[config.mk]
export PLATFORM = sky130hd
export DESIGN_NAME = wb_sched
export DESIGN_NICKNAME = d
export VERILOG_FILES = /design/src/rtl/wb_sched.sv
export SDC_FILE = /design/constraint.sdc
export NUM_CORES = 1
export LEC_CHECK = 0
export CAP_MARGIN = 20
export CORE_UTILIZATION = 46
export DETAILED_ROUTE_END_ITERATION = 6
export HOLD_SLACK_MARGIN = 0.02
export PLACE_DENSITY_LB_ADDON = 0.08
export SLEW_MARGIN = 20
export SYNTH_ARGS = -nofsm -noshare
export SYNTH_HDL_FRONTEND = slang
export SYNTH_SLANG_ARGS = --single-unit
[constraint.sdc]
create_clock -name clk -period 2.1 [get_ports clk]
set_input_delay 0.21 -clock clk [delete_from_list [all_inputs] [get_ports clk]]
set_output_delay 0.21 -clock clk [all_outputs]
set_load 0.02 [all_outputs]
[src/rtl/wb_sched.sv]
// wb_sched: writeback scheduler for the single register-file write port.
// Arbitrates load returns, buffered ALU results and fresh ALU results.
module wb_sched #(
    parameter int DATA_WIDTH = 32,
    parameter int DEPTH      = 2,
    parameter int TIMEOUT    = 16
) (
    input  logic                  clk,
    input  logic                  rst_n,
    input  logic                  alu_valid,
    input  logic [4:0]            alu_rd,
    input  logic [DATA_WIDTH-1:0] alu_result,
    input  logic                  load_issue,
    input  logic [4:0]            load_rd,
    input  logic                  mem_valid,
    input  logic [DATA_WIDTH-1:0] mem_data,
    output logic                  stall,
    output logic                  RegWrite,
    output logic                  MemtoReg,
    output logic [4:0]            wb_rd,
    output logic [DATA_WIDTH-1:0] wb_alu_result,
    output logic [DATA_WIDTH-1:0] wb_mem_data,
    output logic                  mem_err
);

    localparam int AW = (DEPTH > 1) ? $clog2(DEPTH) : 1;
    localparam int CW = $clog2(TIMEOUT + 1);
    localparam logic [AW:0]   FULL_CNT = (AW + 1)'(DEPTH);
    localparam logic [CW-1:0] CNT_LAST = CW'(TIMEOUT - 1);

    typedef enum logic {
        IDLE     = 1'b0,
        WAIT_MEM = 1'b1
    } state_t;

    state_t                state;
    state_t                state_nxt;
    logic [4:0]            pend_rd;
    logic [CW-1:0]         cnt;

    logic [4:0]            buf_rd   [DEPTH];
    logic [DATA_WIDTH-1:0] buf_data [DEPTH];
    logic [AW-1:0]         head;
    logic [AW-1:0]         tail;
    logic [AW:0]           count;

    logic busy;
    logic buf_empty;
    logic buf_full;
    logic load_acc;
    logic alu_keep;
    logic load_ret;
    logic timeout_hit;
    logic spurious;
    logic win_load;
    logic win_head;
    logic win_alu;
    logic push;

    assign busy      = (state == WAIT_MEM);
    assign buf_empty = (count == '0);
    assign buf_full  = (count == FULL_CNT);

    // FSM state register plus the outstanding-load tag and wait counter
    always_ff @(posedge clk or negedge rst_n) begin
        if (!rst_n) begin
            state   <= IDLE;
            pend_rd <= '0;
            cnt     <= '0;
        end else begin
            state <= state_nxt;
            if (!busy && load_acc) begin
                pend_rd <= load_rd;
                cnt     <= '0;
            end else if (busy) begin
                cnt <= cnt + CW'(1);
            end
        end
    end

    // Next state: leave WAIT_MEM on a return or when the wait expires
    always_comb begin
        state_nxt = state;
        unique case (state)
            IDLE:     if (load_acc) state_nxt = WAIT_MEM;
            WAIT_MEM: if (mem_valid || cnt == CNT_LAST) state_nxt = IDLE;
            default:  state_nxt = IDLE;
        endcase
    end

    // Back-pressure and write-port arbitration for this cycle
    always_comb begin
        stall = (load_issue && busy)
              || (alu_valid && buf_full)
              || (alu_valid && busy && alu_rd == pend_rd && alu_rd != 5'd0);
        load_acc    = load_issue && !stall;
        alu_keep    = alu_valid && !stall && alu_rd != 5'd0;
        load_ret    = busy && mem_valid;
        timeout_hit = busy && !mem_valid && cnt == CNT_LAST;
        spurious    = !busy && mem_valid;
        // a suppressed x0 load does not occupy the port
        win_load    = load_ret && pend_rd != 5'd0;
        win_head    = !win_load && !buf_empty;
        win_alu     = !win_load && buf_empty && alu_keep;
        push        = alu_keep && !win_alu;
    end

    // ALU result FIFO for results that lost the write port
    always_ff @(posedge clk or negedge rst_n) begin
        if (!rst_n) begin
            head  <= '0;
            tail  <= '0;
            count <= '0;
            for (int i = 0; i < DEPTH; i++) begin
                buf_rd[i]   <= '0;
                buf_data[i] <= '0;
            end
        end else begin
            if (push) begin
                buf_rd[tail]   <= alu_rd;
                buf_data[tail] <= alu_result;
                tail           <= tail + AW'(1);
            end
            if (win_head) begin
                head <= head + AW'(1);
            end
            if (push && !win_head) begin
                count <= count + (AW + 1)'(1);
            end else if (!push && win_head) begin
                count <= count - (AW + 1)'(1);
            end
        end
    end

    // Registered writeback mux controls and data; unselected data holds
    always_ff @(posedge clk or negedge rst_n) begin
        if (!rst_n) begin
            RegWrite      <= 1'b0;
            MemtoReg      <= 1'b0;
            wb_rd         <= '0;
            wb_alu_result <= '0;
            wb_mem_data   <= '0;
            mem_err       <= 1'b0;
        end else begin
            RegWrite <= win_load || win_head || win_alu;
            mem_err  <= mem_err || timeout_hit || spurious;
            if (win_load) begin
                MemtoReg    <= 1'b1;
                wb_rd       <= pend_rd;
                wb_mem_data <= mem_data;
            end else if (win_head) begin
                MemtoReg      <= 1'b0;
                wb_rd         <= buf_rd[head];
                wb_alu_result <= buf_data[head];
            end else if (win_alu) begin
                MemtoReg      <= 1'b0;
                wb_rd         <= alu_rd;
                wb_alu_result <= alu_result;
            end
        end
    end

endmodule

; After elaboration in Yosys (flattened, before gate mapping)
; Index checks and enable logic that the tools add are counted.
[classes]
n_addsub = 5
order_cmp = 3
n_eq_ne = 3
n_mux = 27
bitwise_logic = 4
n_reduce_logical = 44
[ops]
columns = op, n
row1 = $mux 32, 6
row2 = $bwmux 64, 1
row3 = $mux 5, 9
row4 = $demux 32 s1, 1
row5 = $logic_and 1x1->1, 21
row6 = $bwmux 10, 1
row7 = $reduce_bool 5->1, 2
row8 = $logic_not 1->1, 8
row9 = $logic_or 1x1->1, 7
row10 = $reduce_bool 2->1, 3
row11 = $add 5x1->5 const B, 1
row12 = $demux 5 s1, 1
row13 = $eq 5x4->1 const B, 1
row14 = $eq 5x5->1, 1
row15 = $mux 1, 5
row16 = $ge 2x2->1 const B, 2
row17 = $mux 2, 2
row18 = $not 1->2, 2
row19 = $reduce_bool 3->1, 1
row20 = $add 1x1->1 const B, 2
row21 = $add 2x1->2 const B, 1
row22 = $eq 2x2->1 const B, 1
row23 = $logic_not 2->1, 1
row24 = $lt 2x1->1 const B, 1
row25 = 4 further kinds, 5
[word_totals]
regBits = 161
inputBits = 79
out_inout_bits = 73
elab_cells = 102

; Logic depth before layout (Yosys ltp)
; Gate-level depths: netlist of run 1.
[depth]
ltp_word = 14
depth_mapped = 10
mapped_depth_nobuf = 8

; Worst setup path after synthesis of run 1
; No wires, ideal clock.
[synth_timing]
kind = register to register
from = register pend_rd[0]
to = register count[1]
setup_time_ps = 79
arrival_ps = 2216
required_ps = 2021
setup_slack_ps = -195
path_stages_with_launch = 9
n_path_buf = 1
synth_period_minus_slack_ps = 2295
path_cell_list = dfrtp_1 -> or4_1 -> o21bai_1 -> nand2_1 -> clkbuf_1 -> ha_1 -> xor2_1 -> nor2_1 -> xor2_1
[synth_between]
elab_chain_len = 13
elab_cells_between_ends = 21
classes_between = 1 x eq/ne / 1 x mux / 19 x reduce/logical
[synth_rtl]
columns = item, line
row1 = start: declaration, 38  ; logic [4:0] pend_rd;
row2 = start signal: assignment, 73  ; pend_rd <= load_rd;
row3 = $eq 5x5->1, 95  ; || (alu_valid && busy && alu_rd == pend_rd && alu_rd != 5'd0);
row4 = $logic_and 1x1->1 (2 in a row), 95
row5 = $logic_or 1x1->1, 95
row6 = $logic_not 1->1, 97  ; alu_keep = alu_valid && !stall && alu_rd != 5'd0;
row7 = $logic_and 1x1->1 (2 in a row), 97
row8 = $logic_and 1x1->1, 104  ; win_alu = !win_load && buf_empty && alu_keep;
row9 = $logic_not 1->1, 105  ; push = alu_keep && !win_alu;
row10 = $logic_and 1x1->1, 105
row11 = $logic_not 1->1, 129  ; end else if (!push && win_head) begin
row12 = $logic_and 1x1->1, 129
row13 = $reduce_bool 2->1 (no source line), n/a
row14 = end signal: assignment, 128  ; count <= count + (AW + 1)'(1);
row15 = end signal: assignment, 130  ; count <= count - (AW + 1)'(1);
row16 = end: declaration, 45  ; logic [AW:0] count;
; Several ways; a longest one is shown, not always the timed one.
; A chain may end at the register's enable or synchronous reset.

; Final worst setup path of run 1
[layout_timing]
from = register pend_rd[0]
to = register buf_data[47] (netlist bit)
[layout_between]
elab_chain_len = 10
elab_cells_between_ends = 14
classes_between = 1 x eq/ne / 13 x reduce/logical
[layout_rtl]
columns = item, line
row1 = $eq 5x5->1, 95
row2 = $logic_and 1x1->1 (2 in a row), 95
row3 = $logic_or 1x1->1, 95
row4 = $logic_not 1->1, 97
row5 = $logic_and 1x1->1 (2 in a row), 97
row6 = $logic_and 1x1->1, 104
row7 = $logic_not 1->1, 105
row8 = $logic_and 1x1->1 *, 105
row9 = end signal: indexed assignment, 121  ; buf_data[tail] <= alu_result;
row10 = end: declaration, 42  ; logic [DATA_WIDTH-1:0] buf_data [DEPTH];
; Every way passes the cells marked *; elsewhere a longest branch is shown, timed or not.

==> impl_metrics.tcl, run 1 <==
set metrics [dict create \
    status "complete, but fails checks" \
    violations "setup timing" \
    via_per_inst 5.34 \
    io_buffer_count 151 \
    path_max_fanout 14 \
    cts_tree "done" \
    yosysSeqAreaShare_pct 56.5 \
    power.switching_mw 5.51 \
    antenna_found_initial 0 \
    slew_viol_final 0 \
    synthesis.instances 595 \
    vias 5275 \
    syn_area_um2 7140 \
    sw_frac_of_total_pct 33.9 \
    htreeDepth 4 \
    worstPathCellList "buf_6 > xor2_4 > nor4_4 > a211o_2 > or3_4 > buf_12 > mux2_4" \
    async_flop_share_pct 100 \
    area_growth_pct 43.3 \
    synthesis.nets 677 \
    drive_gt1_share_pct 28.1 \
    p_leak_nw 4.64 \
    worst_slew_pin_slew_ns 0.537 \
    cts_max_path_buffers 2 \
    endpoint_kind "flip-flop" \
    yosys_register_bits 161 \
    drtIter0Drc 252 \
    dieHeight_um 127 \
    fp.coreArea_um2 15100 \
    start_util_pct 47.1 \
    clockRootBuffer "clkbuf_16" \
    syn-mean-instance-area_um2 12.0 \
    critPathMaxStageDelay_ns 0.44 \
    grt-ovfl-total 0 \
    path_clk_slew_ns 0.06 \
    ys.flop_type "dfrtp_1" \
    dieArea_um2 16000 \
    grt_max_degree 56 \
    synth_edf_count 0 \
    synthTopCellsByArea "dfrtp_1 (56%), mux2_2 (13%), nand2_1 (5.8%)" \
    setup_slack_ns -0.177 \
    tns_ns -13.48 \
    firstDrtPassIters 4 \
    setup_viol 108 \
    slowest_stage "or3_4" \
    p_int_mw 10.8 \
    timing_hold_violations_final 0 \
    arrival_ns 2.58 \
    drt-total-wl_um 17600 \
    cts_buffers 17 \
    cts.sinks 161 \
    mostFrequentLayoutCells "dfrtp_1 (160), clkdlybuf4s50_1 (148), nand2_1 (109)" \
    clkPwrFrac_pct 20.0 \
    final_net_count 869 \
    seq_power_share_pct 33.3 \
    fin_crit_ns 2.28 \
    clk_latency_ns 0.43 \
    synth_top_area_cell "dfrtp_1" \
    grt_pass1_vias 5605 \
    skew_ns 0.0101 \
    power_density_nw_per_um2 1590 \
    ios 152 \
    combPwrFrac_pct 46.7 \
    final_common_cell "dfrtp_1" \
    worstHoldPathType "in2async" \
    ys_types 38 \
    drc 0 \
    dp.cells 947 \
    rsz0062_at_grt "yes" \
    ant_nets 0 \
    holdWs_ns 0.303 \
    r2r_end "buf_data[47]" \
    die_w_um 127 \
    cp.required_ns 2.40 \
    grt_first_pass_wirelength_um 28600 \
    antenna_cells 0 \
    gp_congestion 0.767 \
    drv_cap 0 \
    r2r_start "pend_rd[0]" \
    startpoint_type "flip-flop" \
    peakVddDrop_mv 0.955 \
    period_share_pct 108 \
    fmax_ghz 0.439 \
    rows 45 \
    grt.total_usage_pct 23.4 \
    path_class "reg2reg" \
    slew_headroom_pct 64.2 \
    rrSetupSlack_ns -0.18 \
    dp_hpwl_um 11500 \
    drt-wirelength-per-cell_um 17.8 \
    reg2reg_depth 7 \
    fillers 1128 \
    synth_top_area_share_pct 56.5 \
    layout.cells.non_filler 988 \
    yosys_warnings 0 \
]
-- cell families after synthesis --
logic type | count (synthesis) | share of synthesized area, %
flops | 161 | 56.5
mux | 148 | 23.7
simple gates | 136 | 7.70
compound gates | 96 | 7.36
buf+inv | 40 | 2.89
xor+xnor | 11 | 1.35
fa+ha+maj | 3 | 0.526
-- area by class of cell --
cell class	instances	area, µm²	share of cell area (%)
tap	188	235	2.30
timing repair buffer	209	2160	21.1
clock inverter	10	148	1.44
clock buffer	22	484	4.74
multi-input combinational	394	3150	30.8
sequential	161	4030	39.4
inverter	4	15.0	0.147
-- repair_timing --
| action | in CTS | in global routing |
|---|---|---|
| hold buffers | 1 | 0 |
| endpoints found under the setup margin | 111 | 111 |
| setup buffers | 7 | 2 |
| pin swaps | 5 | 6 |
| hold endpoints to repair | 51 | 0 |
| cloned | 3 | 0 |
| gates resized for setup | 27 | 56 |
-- Yosys cell counts, drive strengths merged (2+ instances only) --
library cell / number
a21oi: 4
o221a: 2
nand3: 7
nor2: 8
ha: 3
o221ai: 2
dfrtp: 161
xor2: 8
clkbuf: 23
xnor2: 3
o21ai: 78
nand2: 111
mux2i: 37
mux2: 111
buf: 13
or4: 2
inv: 4
a31oi: 3
-- worst max-delay path: cells and delay by family (launching register included) --
kind,cells,cell delay (ns)
AO/OA/AOI/OAI,1,0.41
XOR/XNOR,1,0.18
buffers and inverters,2,0.33
flip-flops,1,0.41
multiplexers,1,0.30
AND/OR/NAND/NOR,2,0.52
-- registers in the layout, summed over array words and instances (netlist names), 2 cells and up --
name	flops
count	2
buf_rd	10
pend_rd	5
cnt	5
wb_rd	5
buf_data	64
wb_alu_result	32
wb_mem_data	32
-- power groups by stage --
stage / combinational, mW / sequential, mW / clock [mW]
2_1_floorplan: 3.60 / 5.99 / 0
3_3_place_gp: 6.91 / 5.33 / 0
3_5_place_dp: 7.06 / 5.42 / 0
4_1_cts: 7.43 / 5.40 / 3.33
5_1_grt: 8.17 / 5.58 / 3.47
6_report: 7.60 / 5.42 / 3.26
-- per-layer routing --
metal,wire (µm),part of all wire (%),track usage [%]
met1,7690,44,28.7
met2,9100,52,40.5
met4,241,1.4,8.08
met3,606,3.4,5.44
met5,0,0,0
-- worst max-delay path by stage --
| stage | cells after the start | end | startpoint |
|---|---|---|---|
| 6_report | 7 | buf_data[47] | pend_rd[0] |
| 3_3_place_gp | 9 | count[1] | alu_rd[0] |
| 5_1_grt | 8 | buf_data[22] | pend_rd[0] |
| 2_1_floorplan | 5 | wb_alu_result[0] | pend_rd[0] |
| 4_1_cts | 9 | wb_alu_result[10] | pend_rd[4] |
| 3_5_place_dp | 9 | count[1] | alu_rd[0] |
-- through the flow --
stage | setup slack [ns] | cell area, µm² | power, mW | util [%]
floorplan | -0.0304 | 7190 | 9.59 | -
global placement | -0.423 | 9260 | 12.2 | 61.1
detailed placement | -0.476 | 9260 | 12.5 | 61.1
CTS | -0.134 | 10100 | 16.2 | 66.6
global route | -0.221 | 10200 | 17.2 | 67.5
finish | -0.177 | 10200 | 16.3 | 67.5
Power figures use the tool's default switching activity.
==> run 2, diff against run 1 <==
SLEW_MARGIN = unset   (was 20)
==> results of run 2 <==
Same layout as run 1: the final DEF is identical, and so are final timing and power.
